<file path="config.mk">
export PLATFORM = sky130hd
export DESIGN_NAME = fir_interp
export DESIGN_NICKNAME = d
export VERILOG_FILES = /design/src/rtl/fir_interp.sv
export SDC_FILE = /design/constraint.sdc
export NUM_CORES = 1
export LEC_CHECK = 0
export ABC_AREA = 1
export ABC_CLOCK_PERIOD_IN_PS = 2900
export CAP_MARGIN = 20
export CORE_UTILIZATION = 29
export DETAILED_ROUTE_END_ITERATION = 10
export PLACE_DENSITY_LB_ADDON = 0.2
export SETUP_SLACK_MARGIN = 0.5
export SYNTH_ARGS = -nofsm -noshare
export SYNTH_HDL_FRONTEND = slang
export SYNTH_SLANG_ARGS = --single-unit
export TNS_END_PERCENT = 30
</file>
<file path="constraint.sdc">
create_clock -name clock -period 2.9 [get_ports clock]
set_clock_uncertainty 0.05 [all_clocks]
set_input_delay 0.58 -clock clock [delete_from_list [all_inputs] [get_ports clock]]
set_output_delay 0.58 -clock clock [all_outputs]
set_load 0.005 [all_outputs]
</file>
<file path="src/rtl/fir_interp.sv">
// Polyphase interpolating FIR: one input sample in, INTERPOLATION filtered outputs out.
// Build option: define FIR_INTERP_GAIN_EN to scale each output by INTERPOLATION (wrapping).
module fir_interp #(
   parameter int unsigned TAPS          = 32,
   parameter int unsigned INTERPOLATION = 4,
   parameter int unsigned DATA_SIZE     = 32,
   parameter int unsigned QUANT_BITS    = 10,
   parameter logic [0:TAPS-1][DATA_SIZE-1:0] GLOBAL_COEFF = '0
) (
   input  logic                 clock,
   input  logic                 reset,
   input  logic [DATA_SIZE-1:0] x_in,
   input  logic                 x_empty,
   output logic                 x_rd_en,
   output logic [DATA_SIZE-1:0] y_out,
   input  logic                 y_out_full,
   output logic                 y_wr_en
);

   localparam int unsigned L       = TAPS / INTERPOLATION;
   localparam int unsigned K_W     = (L > 1) ? $clog2(L) : 1;
   localparam int unsigned P_W     = (INTERPOLATION > 1) ? $clog2(INTERPOLATION) : 1;
   localparam int unsigned I_W     = (TAPS > 1) ? $clog2(TAPS) : 1;
   localparam int unsigned GAIN_SH = $clog2(INTERPOLATION);
   localparam int unsigned PW2     = 2 * DATA_SIZE;

   typedef enum logic [1:0] {S_READ, S_MAC, S_WRITE} state_t;

   state_t               state, state_nx;
   logic [DATA_SIZE-1:0] d [0:L-1];
   logic [DATA_SIZE-1:0] acc;
   logic [DATA_SIZE-1:0] y_hold;
   logic [DATA_SIZE-1:0] wval;
   logic [DATA_SIZE-1:0] tap;
   logic [DATA_SIZE-1:0] coef;
   logic [DATA_SIZE-1:0] term;
   logic [K_W-1:0]       k;
   logic [P_W-1:0]       phase;
   logic [I_W-1:0]       cidx;
   logic [PW2-1:0]       a_ext;
   logic [PW2-1:0]       b_ext;
   logic [PW2-1:0]       prod;
   logic                 last_tap;
   logic                 last_phase;

   // Dequantise toward zero: shift the magnitude, then restore the sign.
   function automatic logic [DATA_SIZE-1:0] deq(input logic [PW2-1:0] p);
      logic [PW2-1:0] mag;
      if (p[PW2-1]) begin
         mag = (~p + 1'b1) >> QUANT_BITS;
         return DATA_SIZE'(~mag + 1'b1);
      end
      return DATA_SIZE'(p >> QUANT_BITS);
   endfunction

   assign last_tap   = (k == K_W'(L - 1));
   assign last_phase = (phase == P_W'(INTERPOLATION - 1));

   // Branch p, tap k of the polyphase filter uses coefficient p + k*INTERPOLATION.
   always_comb begin
      cidx  = I_W'(k) * I_W'(INTERPOLATION) + I_W'(phase);
      coef  = GLOBAL_COEFF[cidx];
      tap   = d[k];
      a_ext = {{DATA_SIZE{tap[DATA_SIZE-1]}}, tap};
      b_ext = {{DATA_SIZE{coef[DATA_SIZE-1]}}, coef};
      prod  = a_ext * b_ext;
      term  = deq(prod);
   end

   always_comb begin
`ifdef FIR_INTERP_GAIN_EN
      wval = acc << GAIN_SH;
`else
      wval = acc;
`endif
   end

   always_ff @(posedge clock or negedge reset) begin
      if (!reset) state <= S_READ;
      else        state <= state_nx;
   end

   always_comb begin
      state_nx = state;
      case (state)
         S_READ:  if (!x_empty) state_nx = S_MAC;
         S_MAC:   if (last_tap) state_nx = S_WRITE;
         S_WRITE: if (!y_out_full) state_nx = last_phase ? S_READ : S_MAC;
         default: state_nx = S_READ;
      endcase
   end

   // Strobes are gated by reset so they stay low while reset is held.
   always_comb begin
      x_rd_en = 1'b0;
      y_wr_en = 1'b0;
      y_out   = y_hold;
      case (state)
         S_READ:  x_rd_en = reset & ~x_empty;
         S_WRITE: begin
            y_wr_en = reset & ~y_out_full;
            y_out   = wval;
         end
         default: ;
      endcase
   end

   always_ff @(posedge clock or negedge reset) begin
      if (!reset) begin
         for (int unsigned i = 0; i < L; i++) d[i] <= '0;
         acc    <= '0;
         y_hold <= '0;
         k      <= '0;
         phase  <= '0;
      end else begin
         case (state)
            S_READ: begin
               if (!x_empty) begin
                  for (int unsigned i = L - 1; i > 0; i--) d[i] <= d[i-1];
                  d[0]  <= x_in;
                  phase <= '0;
                  acc   <= '0;
                  k     <= '0;
               end
            end
            S_MAC: begin
               acc <= acc + term;
               k   <= last_tap ? '0 : k + 1'b1;
            end
            S_WRITE: begin
               if (!y_out_full) begin
                  y_hold <= wval;
                  if (!last_phase) begin
                     phase <= phase + 1'b1;
                     acc   <= '0;
                  end
               end
            end
            default: ;
         endcase
      end
   end

endmodule

</file>
### Word level (Yosys, flattened, before mapping)

Memories as Yosys holds them, arrays and structs flattened.
Cells that the tools add are included.
Widths: inputs -> output; s select.

* output and inout port bits: 34
* memories kept: 1
* logic and storage cells: 76
* ROM bits: 1024
* input port bits: 36
* register bits after elaboration: 327

* multipliers: 1
* bitwise logic cells: 8
* order comparisons: 2
* add/subtract/negate cells: 6
* reductions and logical operators: 10
* equal/unequal tests: 8
* mux-type cells: 27

Memory list
* (no name shown): depth 32, bits a word 32, rd ports 1, clocked after memory_dff 0, write ports 0, RTL line 62 `coef = GLOBAL_COEFF[cidx];`

Operators with widths (count)
* $mux 32: 10
* $bmux 32 s3: 1
* $pmux 32 s3: 1
* $mul 32x32->64: 1
* $add 42x1->42 const B: 1
* $not 42->42: 1
* $add 32x1->32 const B: 1
* $add 32x32->32: 1
* $not 32->32: 1
* $mux 2: 6
* $ne 2x2->1 const B: 4
* $reduce_and 4->1: 2
* $ge 6x6->1 const B: 1
* $mux 3: 2
* $not 5->6: 1
* $pmux 2 s3: 1
* $pmux 3 s2: 1
* $reduce_and 2->1: 3
* $add 5x2->5: 1
* $eq 2x2->1 const B: 2
* $ge 4x4->1 const B: 1
* $mux 1: 4
* $not 3->4: 1
* $pmux 2 s2: 1
* other kinds (10): 13

### Depth between registers and ports, before layout

Gate-level depths: netlist of run 1.

* depth after elaboration: 14
* depth in mapped cells: 5
* depth with buffers taken out: 5

### Worst setup path after synthesis of run 1

No wires, ideal clock.

* path type: input-to-output
* from: input x_empty
* to: output x_rd_en
* cell stages on the path: 1
* setup slack: 1421 ps
* arrival time: 849 ps
* data required time: 2270 ps
* path buffers: 0
* cells stage by stage: nor4_1

* word-level cells in the longest chain between the ends: 3

RTL lines
* start, declared: RTL line 13 `input logic x_empty,`
* $not 1->1 (no line)
* $and 1x1->1: RTL line 99 `S_READ: x_rd_en = reset & ~x_empty;`
* $mux 1: RTL line 98 `case (state)`
* end, declared: RTL line 14 `output logic x_rd_en,`

Every way passes these cells.

### Final worst setup path of run 1

* from: input reset
* to: output x_rd_en

* word-level cells in the longest chain between the ends: 2

RTL lines
* start, declared: RTL line 11 `input logic reset,`
* $and 1x1->1: RTL line 99
* $mux 1: RTL line 98

Every way passes these cells.

==> summary.md, run 1 <==
| Metric | Value |
|---|---|
| Layout fillers | 215 |
| Synth top area share | 38.9% |
| Lkg Pwr | 0.370 nW |
| Die height | 48.2 um |
| RSZ-0062 raised after global routing | false |
| Syn Inst Count | 76 |
| Final ANT Viol Nets | 0 |
| Layout area overhead | -0.810% |
| Synthesized cell area | 618 um^2 |
| Layout cells sized above 1 | 7.06% |
| Arrival time worst endpoint | 1.52 ns |
| Cells on worst reg2reg path | 5 |
| Metal2 WL | 374 um |
| Clk sinks | 7 |
| Adder-cell area share of the yosys netlist | 6.07% |
| Setup TNS | 0 ns |
| Nets | 125 |
| Via-to-Cell Ratio | 3.46 |
| Crit start category | input port |
| Placer Congestion | 0.763 |
| Met3 Routed Length | 87 um |
| DRT met1 WL | 395 um |
| Wire per inst | 7.65 um |
| Crit-path max FO | 2 |
| Final critical-path required period | 2.15 ns |
| Top cell type by total area after synthesis | buf_4 |
| Max Freq | 465 MHz |
| Total chip power | 387 uW |
| Largest net degree at the start of global routing | 8 |
| Worst Setup EP | x_rd_en |
| Reg2reg start | phase[0] |
| Starting DRT DRC Count | 6 |
| # Post-CTS Setup Buffers | 0 |
| Sequential share of the synthesized area | 28.3% |
| Vias in the first global route | 283 |
| Flops & latches, synth | 7 |
| Critical Path Source | reset |
| # H-tree levels | 1 |
| Num CTS Buffers | 3 |
| Hold Vio Cnt, Final | 0 |
| First-pass GRT wire length | 1.24 mm |
| Worst vdd ir | 0.292 mV |
| Power per cell area | 632 nW/um^2 |
| Status | finished, final reports clean |
| Final Instance Area | 613 um^2 |
| Final setup violation count | 0 |
| CTS clk-pin slew, worst paths | 0.05 ns |
| DRT Wirelength | 857 um |
| Die width | 48.2 um |
| Worst-case clock buffer depth | 2 |
| CORE AREA | 1980 um^2 |
| Dpl cells | 108 |
| Synth Area in Compound Gates | 3.44% |
| YS warnings | 0 |
| Post-synthesis simple-gate area fraction | 16.2% |
| Largest family of logic cells by synthesized area | buffers and inverters |
| Worst setup EP type | output port |
| Dpl hpwl | 660 um |
| CP Class | input port to output port |
| # rows | 16 |
| Synth top area cells | buf_4, dfrtp_1, ha_1 |
| # IOs | 70 |
| Final Util | 30.9% |
| CTS tree | yes |
| Number of port buffers | 5 |
| Initial Util | 31.2% |
| Max Cap Viol | 0 |
| Grt ovf | 0 |
| Xor/xnor share of the synthesized area | 0% |
| Total Die Area | 2320 um^2 |
| Max-slew violation count | 0 |
| Avg Inst Size Synth | 8.13 um^2 |
| Post-synthesis cell type count | 16 |
| Final period utilization | 74.2% |
| Post-synthesis mux area share | 1.62% |
| CTS root buf | clkbuf_4 |
| Fin cells | 112 |
| Type of the most critical hold path | flip-flop to flip-flop |
| # DRC | 0 |
| Vias | 387 |
| Reg-to-reg slack, setup | 1.60 ns |
| Ant diodes | 0 |
| Aggregate global-route resource usage | 9.10% |
| RR Endpoint | phase[1] |
| Initial antenna violation count | 0 |
| Drt pass-1 iters | 4 |
| WP data required | 2.27 ns |
| Clock Latency Late Sink | 0.26 ns |
| Area after DPL | 586 um^2 |
| DR top layer | met3 |
worst max-delay path, stage by stage:
cell	delay [ns]
clkdlybuf4s50_1	0.48
inv_1	0.06
nor4_1	0.14
dlygate4sd2_1	0.26
power by group:
part / switching [mW] / leakage, nW / internal, mW
registers: 0.0287 / 0.0888 / 0.129
logic: 0.0794 / 0.266 / 0.0556
clock network: 0.0413 / 0.0150 / 0.0528
layout make-up:
type                            count  area [um^2]  area share [%]
Clock buffer                        4         26.3            4.29
Inverter                            8         30.0            4.90
Multi-Input combinational cell     60          289            47.1
Sequential cell                     7          175            28.6
Tap cell                           27         33.8            5.51
Timing Repair Buffer                6         58.8            9.59
how the worst min path moves through the flow:
stage | start | endpoint | slack [ns] | cells after the start
CTS | k[0] | k[0] | 0.44 | 1
global placement | phase[1] | phase[1] | 0.43 | 2
finish | k[0] | k[0] | 0.43 | 1
detailed placement | k[0] | k[0] | 0.43 | 1
floorplan | reset | k[0] | 0.23 | 0
global route | k[0] | k[0] | 0.44 | 1
per-stage QoR:
stage / setup slack [ns] / hold slack, ns
after floorplan: 1.42 / 0.234
after global placement: 0.445 / 0.425
after detailed placement: 0.441 / 0.431
after CTS: 0.475 / 0.438
after global routing: 0.651 / 0.442
final: 0.749 / 0.431
metal layers:
layer	vias to the layer above	track usage, %
li1	194	-
met1	170	10.6
met2	23	12.0
met3	0	7.78
met4	0	3.33
met5	-	0
cell usage in the layout, fill, tap and decap left out:
cell type        synthesis  layout
mux2i_1                  1       1
clkdlybuf4s50_1          0       3
dlygate4sd2_1            0       1
buf_4                   32       1
inv_1                    8       8
nand3_1                  3       3
conb_1                   1      32
nor3_1                   1       1
dfrtp_1                  7       7
nand2_1                  8       8
o22ai_1                  1       1
clkbuf_4                 0       3
a21oi_1                  2       2
nand3_2                  2       2
nor2_1                   3       3
dlymetal6s2s_1           0       1
ha_1                     3       3
nor4_1                   1       1
clkbuf_1                 0       1
nand4_1                  2       2
o21ai_0                  1       1
cells by family (layout without fill, tap and decap cells):
family	Yosys count	after routing
other	1	32
adder cells (fa/ha/maj)	3	3
AO/OA/AOI/OAI	4	4
flip-flops	7	7
multiplexers	1	1
AND/OR/NAND/NOR	20	20
buffers and inverters	40	18
state kept, by name (all words and copies together) (netlist names):
name	flops
k	3
phase	2
state	2
synth_stat cells:
cell type,count
nor2_1,3
conb_1,1
nand2_1,8
buf_4,32
nor4_1,1
a21oi_1,2
ha_1,3
nand3_2,2
nand3_1,3
o22ai_1,1
inv_1,8
o21ai_0,1
nor3_1,1
nand4_1,2
mux2i_1,1
dfrtp_1,7
what timing repair did:
item                                   4_1_cts  5_1_grt
resized for setup                            1        1
setup endpoints to repair                    2        1
hold buffers                                 0        0
endpoints found under the hold margin        0        0
cloned                                       0        0
No activity file was read; power rests on OpenSTA's default activity.
==> run 2: changes to the inputs <==
--- a/config.mk
+++ b/config.mk
@@ -6,9 +6,9 @@
 export NUM_CORES = 1
 export LEC_CHECK = 0
 export ABC_AREA = 1
-export ABC_CLOCK_PERIOD_IN_PS = 2900
+export ABC_CLOCK_PERIOD_IN_PS = 1750
 export CAP_MARGIN = 20
-export CORE_UTILIZATION = 29
+export CORE_UTILIZATION = 24
 export DETAILED_ROUTE_END_ITERATION = 10
 export PLACE_DENSITY_LB_ADDON = 0.2
 export SETUP_SLACK_MARGIN = 0.5
==> constraint.sdc (replaced) <==
create_clock -name clock -period 1.75 [get_ports clock]
set_clock_uncertainty 0.05 [all_clocks]
set_input_delay 0.35 -clock clock [delete_from_list [all_inputs] [get_ports clock]]
set_output_delay 0.35 -clock clock [all_outputs]
set_load 0.005 [all_outputs]
==> run 2 against run 1 <==
  * Final area rose by 14%
  * Final cell count rose by 11%
  * Highest routed layer unchanged
  * Sequential cell count did not move
  * Sequential share of layout area fell by 3.1 points
  * Sequential power rose by 65%
  * Global-route usage fell by 1.2 points
==> summary.md, run 2 (synthesis results as in run 1) <==
| Metric | Value |
|---|---|
| Top flop regs | k (3), phase (2), state (2) |
| Area after DPL | 619 um^2 (+5.8%) |
| Die width | 52.8 um (+9.5%) |
| Initial Util | 25.2% (-6.0 points) |
| Clk sinks | 7 (unchanged) |
| CORE AREA | 2450 um^2 (+24%) |
| Final period utilization | 83.4% |
| Reg2reg start | state[1] |
| Vias | 422 (+9.0%) |
| Starting DRT DRC Count | 7 (+1) |
| Crit start category | flip-flop |
| # IOs | 70 (unchanged) |
| Worst Slack Setup Final | 0.291 ns (-0.458 ns) |
| Type of the most critical hold path | input port to async pin |
| Commonest non-fill, non-tap cells in the layout | conb_1, buf_4, nand2_1, inv_1, dfrtp_1 |
| Largest net degree at the start of global routing | 8 (unchanged) |
| Hold Vio Cnt, Final | 0 (unchanged) |
| Worst setup EP type | output port |
| # H-tree levels | 1 (unchanged) |
| Number of flip-flops in the largest register | 3 (unchanged) |
| CTS tree | yes |
| Max-slew violation count | 0 (unchanged) |
| Fin cells | 124 (+11%) |
| Layout cells sized above 1 | 25.5% (+18 points) |
| Worst path max stage delay | 0.43 ns (-0.05 ns) |
| WP data required | 1.35 ns (-0.92 ns) |
| DRT Wirelength | 891 um (+4.0%) |
| Grt ovf | 0 (unchanged) |
| Vias in the first global route | 376 (+33%) |
| Final Instance Area | 698 um^2 (+14%) |
| Worst-case clock buffer depth | 2 (unchanged) |
| Placer Congestion | 0.698 (-8.5%) |
| Final critical-path required period | 1.46 ns |
| Dpl hpwl | 715 um (+8.2%) |
| Max Freq | 685 MHz |
| Layout area overhead | 13.0% |
| RSZ-0062 raised after global routing | true |
| Arrival time worst endpoint | 1.06 ns (-0.46 ns) |
| Aggregate global-route resource usage | 7.92% (-1.2 points) |
| Via-to-Cell Ratio | 3.40 (-1.5%) |
| Crit-path max FO | 3 (+1) |
| CP Class | flip-flop to output port |
| Final Util | 28.4% (-2.5 points) |
| Num CTS Buffers | 3 (unchanged) |
| Final ANT Viol Nets | 0 (unchanged) |
| # rows | 18 (+2) |
| Drt pass-1 iters | 4 (unchanged) |
| CTS clk-pin slew, worst paths | 0.05 ns (about the same) |
| Lkg Pwr | 0.406 nW (+9.6%) |
| Status | finished, final reports clean |
| Total Die Area | 2780 um^2 (+20%) |
| Ant diodes | 0 (unchanged) |
| Die height | 52.8 um (+9.5%) |
| Place WS | -0.302 ns (-0.743 ns) |
| CTS root buf | clkbuf_4 |
| Power per cell area | 1020 nW/um^2 (+61%) |
| Dpl cells | 115 (+6.5%) |
| Max Cap Viol | 0 (unchanged) |
| Worst vdd ir | 0.469 mV (+60%) |
| CP max stage cell | dfrtp_2 |
| Critical path, cell by cell | nor4_4, buf_2 |
| Nets | 134 (+7.2%) |
| # DRC | 0 (unchanged) |
| First-pass GRT wire length | 1.55 mm (+24%) |
| Critical Path Source | state[0] |
| Most common cell after layout, fill and taps aside | conb_1 |
| Biggest register | k |
| Final setup violation count | 0 (unchanged) |
| Initial antenna violation count | 0 (unchanged) |
| Clock Latency Late Sink | 0.25 ns (about the same) |
| Total chip power | 709 uW (+83%) |
| Wire per inst | 7.19 um (-6.1%) |
| Hold_buf cts | 0 (unchanged) |
| Number of port buffers | 5 (unchanged) |
run 2: changes by cell type in the layout (fill, tap and decap cells not counted), sizes merged:
cell	before	now
buf	1	12
clkdlybuf4s50	3	0
dlygate4sd2	1	2
run 2: final timing paths:
kind | end | slack [ns] | cells after the start
min in group clock | phase[1] | 0.44 | 2
min | k[1] | 0.11 | 2
max in group asynchronous | state[1] | 1.41 | 2
max | x_rd_en | 0.29 | 2
min reg2reg | phase[1] | 0.44 | 2
max reg2reg | phase[1] | 0.36 | 6
run 2: area by class of cell:
| class | instances | area, um^2 |
|---|---|---|
| Sequential cell | 7 | 178 |
| Inverter | 8 | 30.0 |
| Tap cell | 30 | 37.5 |
| Fill cell | 276 | 1760 |
| Multi-Input combinational cell | 60 | 312 |
| Clock buffer | 4 | 26.3 |
| Timing Repair Buffer | 15 | 115 |
run 2: per-layer routing:
layer	part of all wire [%]	global-route usage, %	wire (um)	vias up
met1	45	9.88	405	190
met5	0	0	0	-
met3	5.6	1.16	50	0
met4	0	6.58	0	0
met2	49	11.8	435	19
li1	-	-	-	213
run 2: timing repair:
action / CTS / global route
buffers inserted: 4 / 1
pin swaps: 2 / 2
setup endpoints to repair: 7 / 8
resized for setup: 14 / 4
run 2: power breakdown:
| part | switching (mW) | internal [mW] |
|---|---|---|
| sequential | 0.0436 | 0.218 |
| combinational | 0.159 | 0.145 |
| clock | 0.0564 | 0.0868 |
| total | 0.259 | 0.450 |
run 2: stage by stage:
stage	TNS, ns	hold slack, ns
6_report	0	0.110
5_1_grt	0	0.116
4_1_cts	0	0.104
3_5_place_dp	-0.538	0.431
3_3_place_gp	-0.514	0.427
2_1_floorplan	0	0.00441
run 2: worst max-delay path, delay by kind of cell, from the launching register on:
family	cells	cell delay [ns]
flops	1	0.43
buf+inv	1	0.14
simple gates	1	0.24
==> run 3: changes to the inputs <==
--- a/config.mk
+++ b/config.mk
@@ -6,9 +6,9 @@
 export NUM_CORES = 1
 export LEC_CHECK = 0
 export ABC_AREA = 1
-export ABC_CLOCK_PERIOD_IN_PS = 1750
+export ABC_CLOCK_PERIOD_IN_PS = 1400
 export CAP_MARGIN = 20
-export CORE_UTILIZATION = 24
+export CORE_UTILIZATION = 27
 export DETAILED_ROUTE_END_ITERATION = 10
 export PLACE_DENSITY_LB_ADDON = 0.2
 export SETUP_SLACK_MARGIN = 0.5
==> constraint.sdc (replaced) <==
create_clock -name clock -period 1.4 [get_ports clock]
set_clock_uncertainty 0.05 [all_clocks]
set_input_delay 0.28 -clock clock [delete_from_list [all_inputs] [get_ports clock]]
set_output_delay 0.28 -clock clock [all_outputs]
set_load 0.005 [all_outputs]
==> run 3 against run 2 <==
  * Final area is 9.9% higher
  * Final cell count decreased by 3.2%
  * Non-clock buffer count fell by 1
  * Sequential power grew 22%
  * Via count grew 6.9%
  * Critical path type unchanged
  * Combinational power increased by 87%
  * Clock power grew 24%
  * Routed wire length rose by 12%
  * Highest routed layer unchanged
  * Register-to-register slack got worse by 0.20 ns
  * First-iteration DRC count shrank 71%
==> summary.md, run 3 (synthesis results as in run 1) <==
| Metric | Value |
|---|---|
| Max-slew violation count | 0 (unchanged) |
| Metal2 WL | 512 um (+18%) |
| Via-to-Cell Ratio | 3.76 (+10%) |
| Most common cell after layout, fill and taps aside | conb_1 |
| Critical Path Source | state[1] |
| Initial Util | 30.0% (+4.8 points) |
| Aggregate global-route resource usage | 8.58% (+0.65 points) |
| Nets | 133 (-0.75%) |
| Lkg Pwr | 0.401 nW (-1.1%) |
| Reg power frac | 30.0% (-6.8 points) |
| Crit-path max FO | 3 (unchanged) |
| Sw frac | 38.7% (+2.2 points) |
| # rows | 16 (-2) |
| RSZ-0062 raised after global routing | true |
| Final ANT Viol Nets | 0 (unchanged) |
| Clk network pwr share | 16.7% (-3.5 points) |
| Clk sinks | 7 (unchanged) |
| Worst vdd ir | 0.771 mV (+64%) |
| Number of port buffers | 5 (unchanged) |
| Worst setup EP type | output port |
| Initial antenna violation count | 0 (unchanged) |
| CP Class | flip-flop to output port |
| # IOs | 70 (unchanged) |
| Int Pwr | 652 uW (+45%) |
| Power per cell area | 1390 nW/um^2 (+37%) |
| Dpl hpwl | 741 um (+3.6%) |
| Layout fillers | 231 (-16%) |
| Setup TNS | 0 ns (unchanged) |
| Crit start category | flip-flop |
| Die width | 49.8 um (-5.5%) |
| Drt pass-1 iters | 4 (unchanged) |
| DRT Wirelength | 998 um (+12%) |
| Reg2reg start | state[0] |
| Die height | 49.8 um (-5.5%) |
| Met3 Routed Length | 71 um (+42%) |
| Num CTS Buffers | 3 (unchanged) |
| Multi-input gate area | 389 um^2 (+25%) |
| Layout area overhead | 24.1% |
| Status | finished, final reports clean |
| Register Area | 175 um^2 (-1.4%) |
| Commonest non-fill, non-tap cells in the layout | conb_1, dfrtp_1, buf_4, inv_1 |
| Final period utilization | 99.1% |
| WP data required | 1.07 ns (-0.28 ns) |
| Biggest register | k |
| CORE AREA | 2060 um^2 (-16%) |
| Starting DRT DRC Count | 2 (-5) |
| First-pass GRT wire length | 1.60 mm (+3.6%) |
| Hold Vio Cnt, Final | 0 (unchanged) |
| Fin cells | 120 (-3.2%) |
| Max Cap Viol | 0 (unchanged) |
| CTS root buf | clkbuf_4 |
| Ant diodes | 0 (unchanged) |
| # H-tree levels | 1 (unchanged) |
| Number of flip-flops in the largest register | 3 (unchanged) |
| DR top layer | met3 |
| DRT met1 WL | 414 um (+2.2%) |
| # DRC | 0 (unchanged) |
| Vias | 451 (+6.9%) |
| Final Util | 37.2% (+8.8 points) |
| Clock Latency Late Sink | 0.24 ns (about the same) |
| Total Die Area | 2480 um^2 (-11%) |
| Max Freq | 721 MHz |
| Arrival time worst endpoint | 1.06 ns (about the same) |
| Wire per inst | 8.32 um (+16%) |
| Top flop regs | k (3), phase (2), state (2) |
| Vias in the first global route | 389 (+3.5%) |
| Logic pwr share | 53.4% (+10 points) |
| Grt ovf | 0 (unchanged) |
| Worst-case clock buffer depth | 2 (unchanged) |
| Placer Congestion | 0.717 (+2.7%) |
| Final setup violation count | 0 (unchanged) |
| Type of the most critical hold path | input port to async pin |
| Largest net degree at the start of global routing | 8 (unchanged) |
| CTS tree | yes |
| CTS clk-pin slew, worst paths | 0.05 ns (about the same) |
| Dpl cells | 114 (-0.87%) |
| Switching power total | 413 uW (+59%) |
| Final critical-path required period | 1.39 ns |
| Layout cells sized above 1 | 35.5% (+10 points) |
## run 3: cell types whose count changed in the layout (fill, tap and decap cells not counted), sizes merged
cell,before,now
clkdlybuf4s50,0,1
dlymetal6s2s,1,0
buf,12,11
## run 3: worst paths after layout
kind	endpoint	cells past startpoint	slack [ns]
max in group asynchronous	phase[0]	2	1.12
min in group clock	k[0]	1	0.43
setup / recovery	x_rd_en	2	0.01
setup reg to reg	phase[0]	8	0.16
hold / removal	k[1]	2	0.06
hold reg to reg	k[0]	1	0.43
## run 3: stage by stage
step                hold slack, ns  setup WS [ns]  instance area [um^2]  power, mW
floorplan                  -0.0656          0.299                   766      0.642
global placement             0.429         -0.510                   662      0.702
detailed placement           0.429         -0.538                   662      0.713
CTS                         0.0585       -0.00732                   734       1.02
global route                0.0707        -0.0407                   767       1.15
finish                      0.0575         0.0127                   767       1.07
## run 3: layout make-up
class,instances,share of cell area [%]
flip-flops and latches,7,22.8
clock buffers,4,3.43
repair buffers,14,14.7
inverters,8,3.92
well taps,27,4.40
multi-input cells,60,50.7
## run 3: what timing repair did
item / in CTS / in global routing
pin swaps: 9 / 10
resized for setup: 22 / 6
setup buffers: 1 / 1
endpoints found under the setup margin: 9 / 9
hold buffers: 0 / 0
## run 3: per-layer routing
metal	vias to the layer above	GRT usage (%)
met5	-	0
met1	209	9.98
met3	0	0.926
met2	30	14.6
li1	212	-
met4	0	5.71
## run 3: power by group through the flow
stage          clock (mW)  sequential [mW]  combinational (mW)
2_1_floorplan           0            0.329               0.313
3_3_place_gp            0            0.320               0.383
3_5_place_dp            0            0.320               0.393
4_1_cts             0.190            0.319               0.513
5_1_grt             0.204            0.327               0.624
6_report            0.177            0.319               0.569
## run 3: worst max-delay path: stages, from the launching register on
cell and delay (ns):
dfrtp_1 0.40, nor4_2 0.27, buf_2 0.15
==> RTL edit 1 (config.mk and constraints of run 3) <==
The parameter `INTERPOLATION` goes from 4 to 8.
--- a/src/rtl/fir_interp.sv
+++ b/src/rtl/fir_interp.sv
@@ -2,7 +2,7 @@
 // Build option: define FIR_INTERP_GAIN_EN to scale each output by INTERPOLATION (wrapping).
 module fir_interp #(
    parameter int unsigned TAPS          = 32,
-   parameter int unsigned INTERPOLATION = 4,
+   parameter int unsigned INTERPOLATION = 8,
    parameter int unsigned DATA_SIZE     = 32,
    parameter int unsigned QUANT_BITS    = 10,
    parameter logic [0:TAPS-1][DATA_SIZE-1:0] GLOBAL_COEFF = '0
Formal check against the unedited RTL: no difference found for any inputs over 4 cycles, from zero or initial values and one cycle with reset low; that may be too few to reach the edited logic, so the function may still have changed.
==> RTL edit 1 against run 3 <==
  * The flow now finishes with violations (negative setup slack)
  * Sequential power is 3% higher
  * Cell area rose by 3.8%
  * Routed wire length grew 3.9%
  * Via count grew 1.6%
  * Non-clock buffer count up 3
  * First-iteration DRC count shrank 50%
  * Power up 7.2%
  * Final cell count increased by 5.0%
  * Synthesized area up 0.40%
  * Global-route usage grew 0.090 points
  * Sequential cell count unchanged
  * Worst setup slack lost 30 ps
==> RTL edit 1: results (changes against run 3) <==
[routing]
drtIter0Drc=1  ; -1
via_count=458  ; +1.6%
routed_wl_mm=1.04  ; +3.9%
dr.pass1.iters=2  ; -2
post_drt_via_cell_ratio=3.63  ; -3.3%

[finish]
num-fill-cells=233  ; +0.87%
diodes=0  ; unchanged
area_share_nonclk_buffers_pct=17.5  ; +2.8 points
multi_input_gates=64  ; +6.7%
final_nets=139  ; +4.5%
inv_count=7  ; -1
reg_top3=phase (3), k (2), state (2)
area.sequential_um2=176  ; +0.71%
buffers=17  ; +3
clkCellAreaFrac_pct=3.30  ; -0.12 points
drive_gt1_share_pct=33.3  ; -2.2 points
multi_input_area_um2=394  ; +1.3%
clock_buffers=4  ; unchanged

[clock_network]
clkSlewWorstSetupHoldPaths_ps=60
numCtsBuffers=3  ; unchanged
htreeDepth=1  ; unchanged
clk_path_buf_depth=2  ; unchanged
clkSinkCount=7  ; unchanged
clockRootBuffer=clkbuf_4
clock_latency_ps=250

[synthesis]
synthFlopType=dfrtp_1
ys_seq_area_share_pct=28.2  ; -0.11 points
yosys-top-cells-area=buf_4 39%, dfrtp_1 28%, nand2_1 7.3%, ha_1 6.0%, inv_1 4.2%
synth_cell_types=15  ; -1
async_reset_ff_share_pct=100  ; unchanged
synth_commonest_cells=32 x buf_4, 12 x nand2_1, 7 x dfrtp_1, 7 x inv_1
syn_avg_cell_area_um2=7.86  ; -3.4%
synth_warnings=0  ; unchanged

[place]
dp_slack_ps=-505  ; +32.9 ps
gp_congestion=0.685  ; -4.5%
dp_hpwl_um=786  ; +6.1%
dp.cells=119  ; +4.4%
io_buffers=5  ; unchanged

[outcome]
violations=negative setup slack
status=finished, violations left

[global_route]
grt_max_degree=8  ; unchanged
grt_pass1_vias=385  ; -1.0%
grt_pass1_wl_mm=1.60  ; unchanged
antenna_found_initial=0  ; unchanged
grt_overflow=0  ; unchanged
grtUsageTotal_pct=8.66  ; +0.090 points

[power_and_ir_drop]
p_sw_share_pct=40.0  ; +1.2 points
p_comb_share_pct=55.0  ; +1.6 points
p_switching_w=0.000456  ; +11%
pg_clk_w=0.000186  ; +5%
max-vdd-ir-drop_v=0.000735  ; -4.6%
leakagePower_nw=0.436  ; +8.5%

[sta]
slew_viol_final=0  ; unchanged
setup_ws_ps=-17.3  ; -30.0 ps
setup_viol=1  ; +1

[setup_path]
worstPathMaxFanout=3  ; unchanged
critPathArrivalTime_ps=1090  ; +30 ps

[min_path]
hold_class=in2async

==> RTL edit 1: cell count changes after synthesis, sizes merged <==
cell and change:
nand2 +4, nand3 -3, nand4 +2, inv -1
nor2 +1, o22ai -1, or2 +1
==> RTL edit 1: stage by stage <==
stage	area, µm²	setup TNS [ps]
after CTS	758	-38.3
after global routing	796	-137
after floorplan	768	0
after detailed placement	679	-1400
after global placement	679	-1340
final	796	-17.3
==> RTL edit 1: worst max-delay path: stages, from the launching register on <==
cell     delay (ps)
dfrtp_1         410
nor4_2          280
buf_2           150
==> RTL edit 1: layer usage <==
metal | vias to the layer above | share of wire [%] | GRT usage [%]
met3 | 0 | 6.1 | 2.16
met5 | - | 0 | 0
met1 | 209 | 46 | 11.3
li1 | 227 | - | -
met2 | 22 | 48 | 12.4
met4 | 0 | 0 | 5.71
==> RTL edit 1: cells by family (layout without fill, tap and decap cells) <==
group	Yosys count	in the layout	share of synthesized area, %
AOI/OAI and AO/OA	3	3	2.42
adders and majority gates	3	3	6.05
buffers and inverters	39	28	42.9
DFF	7	7	28.2
muxes	1	1	1.61
other	1	32	0.604
and+or+nand+nor	25	25	18.1
==> RTL edit 1: what timing repair did <==
item | 4_1_cts | 5_1_grt
hold buffers | 0 | 0
endpoints found under the setup margin | 9 | 9
pin swaps | 14 | 12
resized for setup | 19 | 10
buffers inserted | 3 | 0
==> RTL edit 1: worst paths after layout <==
check,end,cells past startpoint,from,slack (ps)
min in group clock,phase[1],2,phase[1],430
max in group asynchronous,state[1],2,reset,1130
hold reg to reg,phase[1],2,phase[1],430
setup / recovery,x_rd_en,2,state[0],-20
hold / removal,state[0],2,reset,30
setup reg to reg,phase[0],6,phase[0],70
==> RTL edit 2 (settings of run 3) <==
Made on the original files. Reset style: synchronous (`reset`), changed in 2 clocked blocks.
--- a/src/rtl/fir_interp.sv
+++ b/src/rtl/fir_interp.sv
@@ -75,7 +75,7 @@
 `endif
    end
 
-   always_ff @(posedge clock or negedge reset) begin
+   always_ff @(posedge clock) begin
       if (!reset) state <= S_READ;
       else        state <= state_nx;
    end
@@ -105,7 +105,7 @@
       endcase
    end
 
-   always_ff @(posedge clock or negedge reset) begin
+   always_ff @(posedge clock) begin
       if (!reset) begin
          for (int unsigned i = 0; i < L; i++) d[i] <= '0;
          acc    <= '0;
Check against the original RTL: not settled (the Yosys comparison gave no result); the edit may change what the design does.
==> RTL edit 2 against run 3 <==
  * Routed wire length fell by 1.5%
  * Via count rose by 4.9%
  * Sequential cell count did not move
  * Critical path depth did not move
  * Cell area fell by 1.1%
  * Synthesized area fell by 1.2%
  * Worst setup slack improved by 76 ps
  * Synthesized cell count rose by 9.2%
  * Critical path type unchanged
  * Critical endpoint unchanged
Power is not compared: it rests on default switching activity, and its combinational part moved more than twofold at a synthesized area within 25%.
==> RTL edit 2: results (changes against run 3) <==
[global_route]
use_met2_pct=11.7  ; -2.9 points
grt_use_met1_pct=10.2  ; +0.22 points
grt_max_degree=6  ; -2
grt_pass1_wl_mm=1.53  ; -4.3%
grtUsageTotal_pct=8.60  ; +0.020 points
antenna_found_initial=0  ; unchanged
grt_pass1_vias=366  ; -5.9%
use_met3_pct=6.48  ; +5.6 points

[finish]
final_nets=143  ; +7.5%
drive_gt1_share_pct=35.9  ; +0.44 points
layoutNonFillerInstCount=130  ; +8.3%
num-fill-cells=244  ; +5.6%

[setup_path]
critPathArrivalTime_ps=980  ; -80 ps
reg2regPathDepth=7  ; -1
worstPathMaxFanout=3  ; unchanged

[routing]
drtIter0Drc=4  ; +2
routed.top_layer=met4
dr.pass1.iters=2  ; -2
wl_met3_um=86  ; +21%
wire_per_inst_um=7.56  ; -9.1%
via_count=473  ; +4.9%
dr_wl_met2_um=448  ; -13%
drt-met1-wl_um=439  ; +6.0%

[clock_network]
clock_latency_ps=260  ; +20 ps

[place]
gp_congestion=0.760  ; +6.0%
dp_hpwl_um=813  ; +9.8%
io_buffers=5  ; unchanged

[synthesis]
async_reset_ff_share_pct=0  ; -100 points
synthCells=83  ; +9.2%
synth_commonest_cells=32 x buf_4, 9 x nand2_1, 7 x dfxtp_1
ys_seq_area_share_pct=23.0  ; -5.4 points
synthFlopType=dfxtp_1
synth_cell_types=17  ; +1
yosys-top-cells-area=buf_4 39%, dfxtp_1 23%, ha_1 6.1%, nand2_1 5.5%, a21oi_1 4.9%

[outcome]
status=finished clean

[power_and_ir_drop]
internal_power_w=0.000373

[min_path]
hold_class=in2reg

-- RTL edit 2: cell count changes in the layout (fill, tap and decap cells not counted), moves of 3 or more --
cell,delta
a21oi_1,+5
buf_4,+5
dfrtp_1,-7
dfxtp_2,+4
nand2_1,+4
nand3_4,-3
-- RTL edit 2: worst max-delay path, stage by stage (launching register included) --
cell and delay, ps:
dfxtp_2 340, nor4_4 230, buf_2 140
-- RTL edit 2: worst paths after layout --
| kind | slack, ps | start | to |
|---|---|---|---|
| min | 430 | reset | phase[1] |
| max | 90 | state[1] | x_rd_en |
| min reg2reg | 450 | k[1] | k[1] |
| max reg2reg | 250 | state[0] | phase[0] |
-- RTL edit 2: per-stage QoR --
stage	total power, W	area (µm²)
after global placement	0.000345	707
after floorplan	0.000358	781
final	0.000538	758
after global routing	0.000580	758
after detailed placement	0.000346	707
after CTS	0.000544	746
-- RTL edit 2: area by class of cell --
type	instances	area [µm²]	area share [%]
flip-flops and latches	7	149	19.6
clock buffers	4	26.3	3.47
multi-input cells	68	392	51.7
inverters	7	26.3	3.47
repair buffers	17	131	17.3
well taps	27	33.8	4.46
-- RTL edit 2: what timing repair did --
| action | 4_1_cts | 5_1_grt |
|---|---|---|
| pin swaps | 2 | 2 |
| endpoints found under the setup margin | 9 | 9 |
| setup buffers | 1 | 0 |
| gates resized for setup | 16 | 3 |
-- RTL edit 2: cell families (layout without fill, tap and decap cells) --
kind of cell | count (synthesis) | in the layout | synth area share (%)
DFF | 7 | 7 | 23.0
other | 1 | 32 | 0.614
adders and majority gates | 3 | 3 | 6.15
buffers and inverters | 39 | 28 | 43.6
and+or+nand+nor | 26 | 26 | 20.9
AOI/OAI and AO/OA | 7 | 7 | 5.74
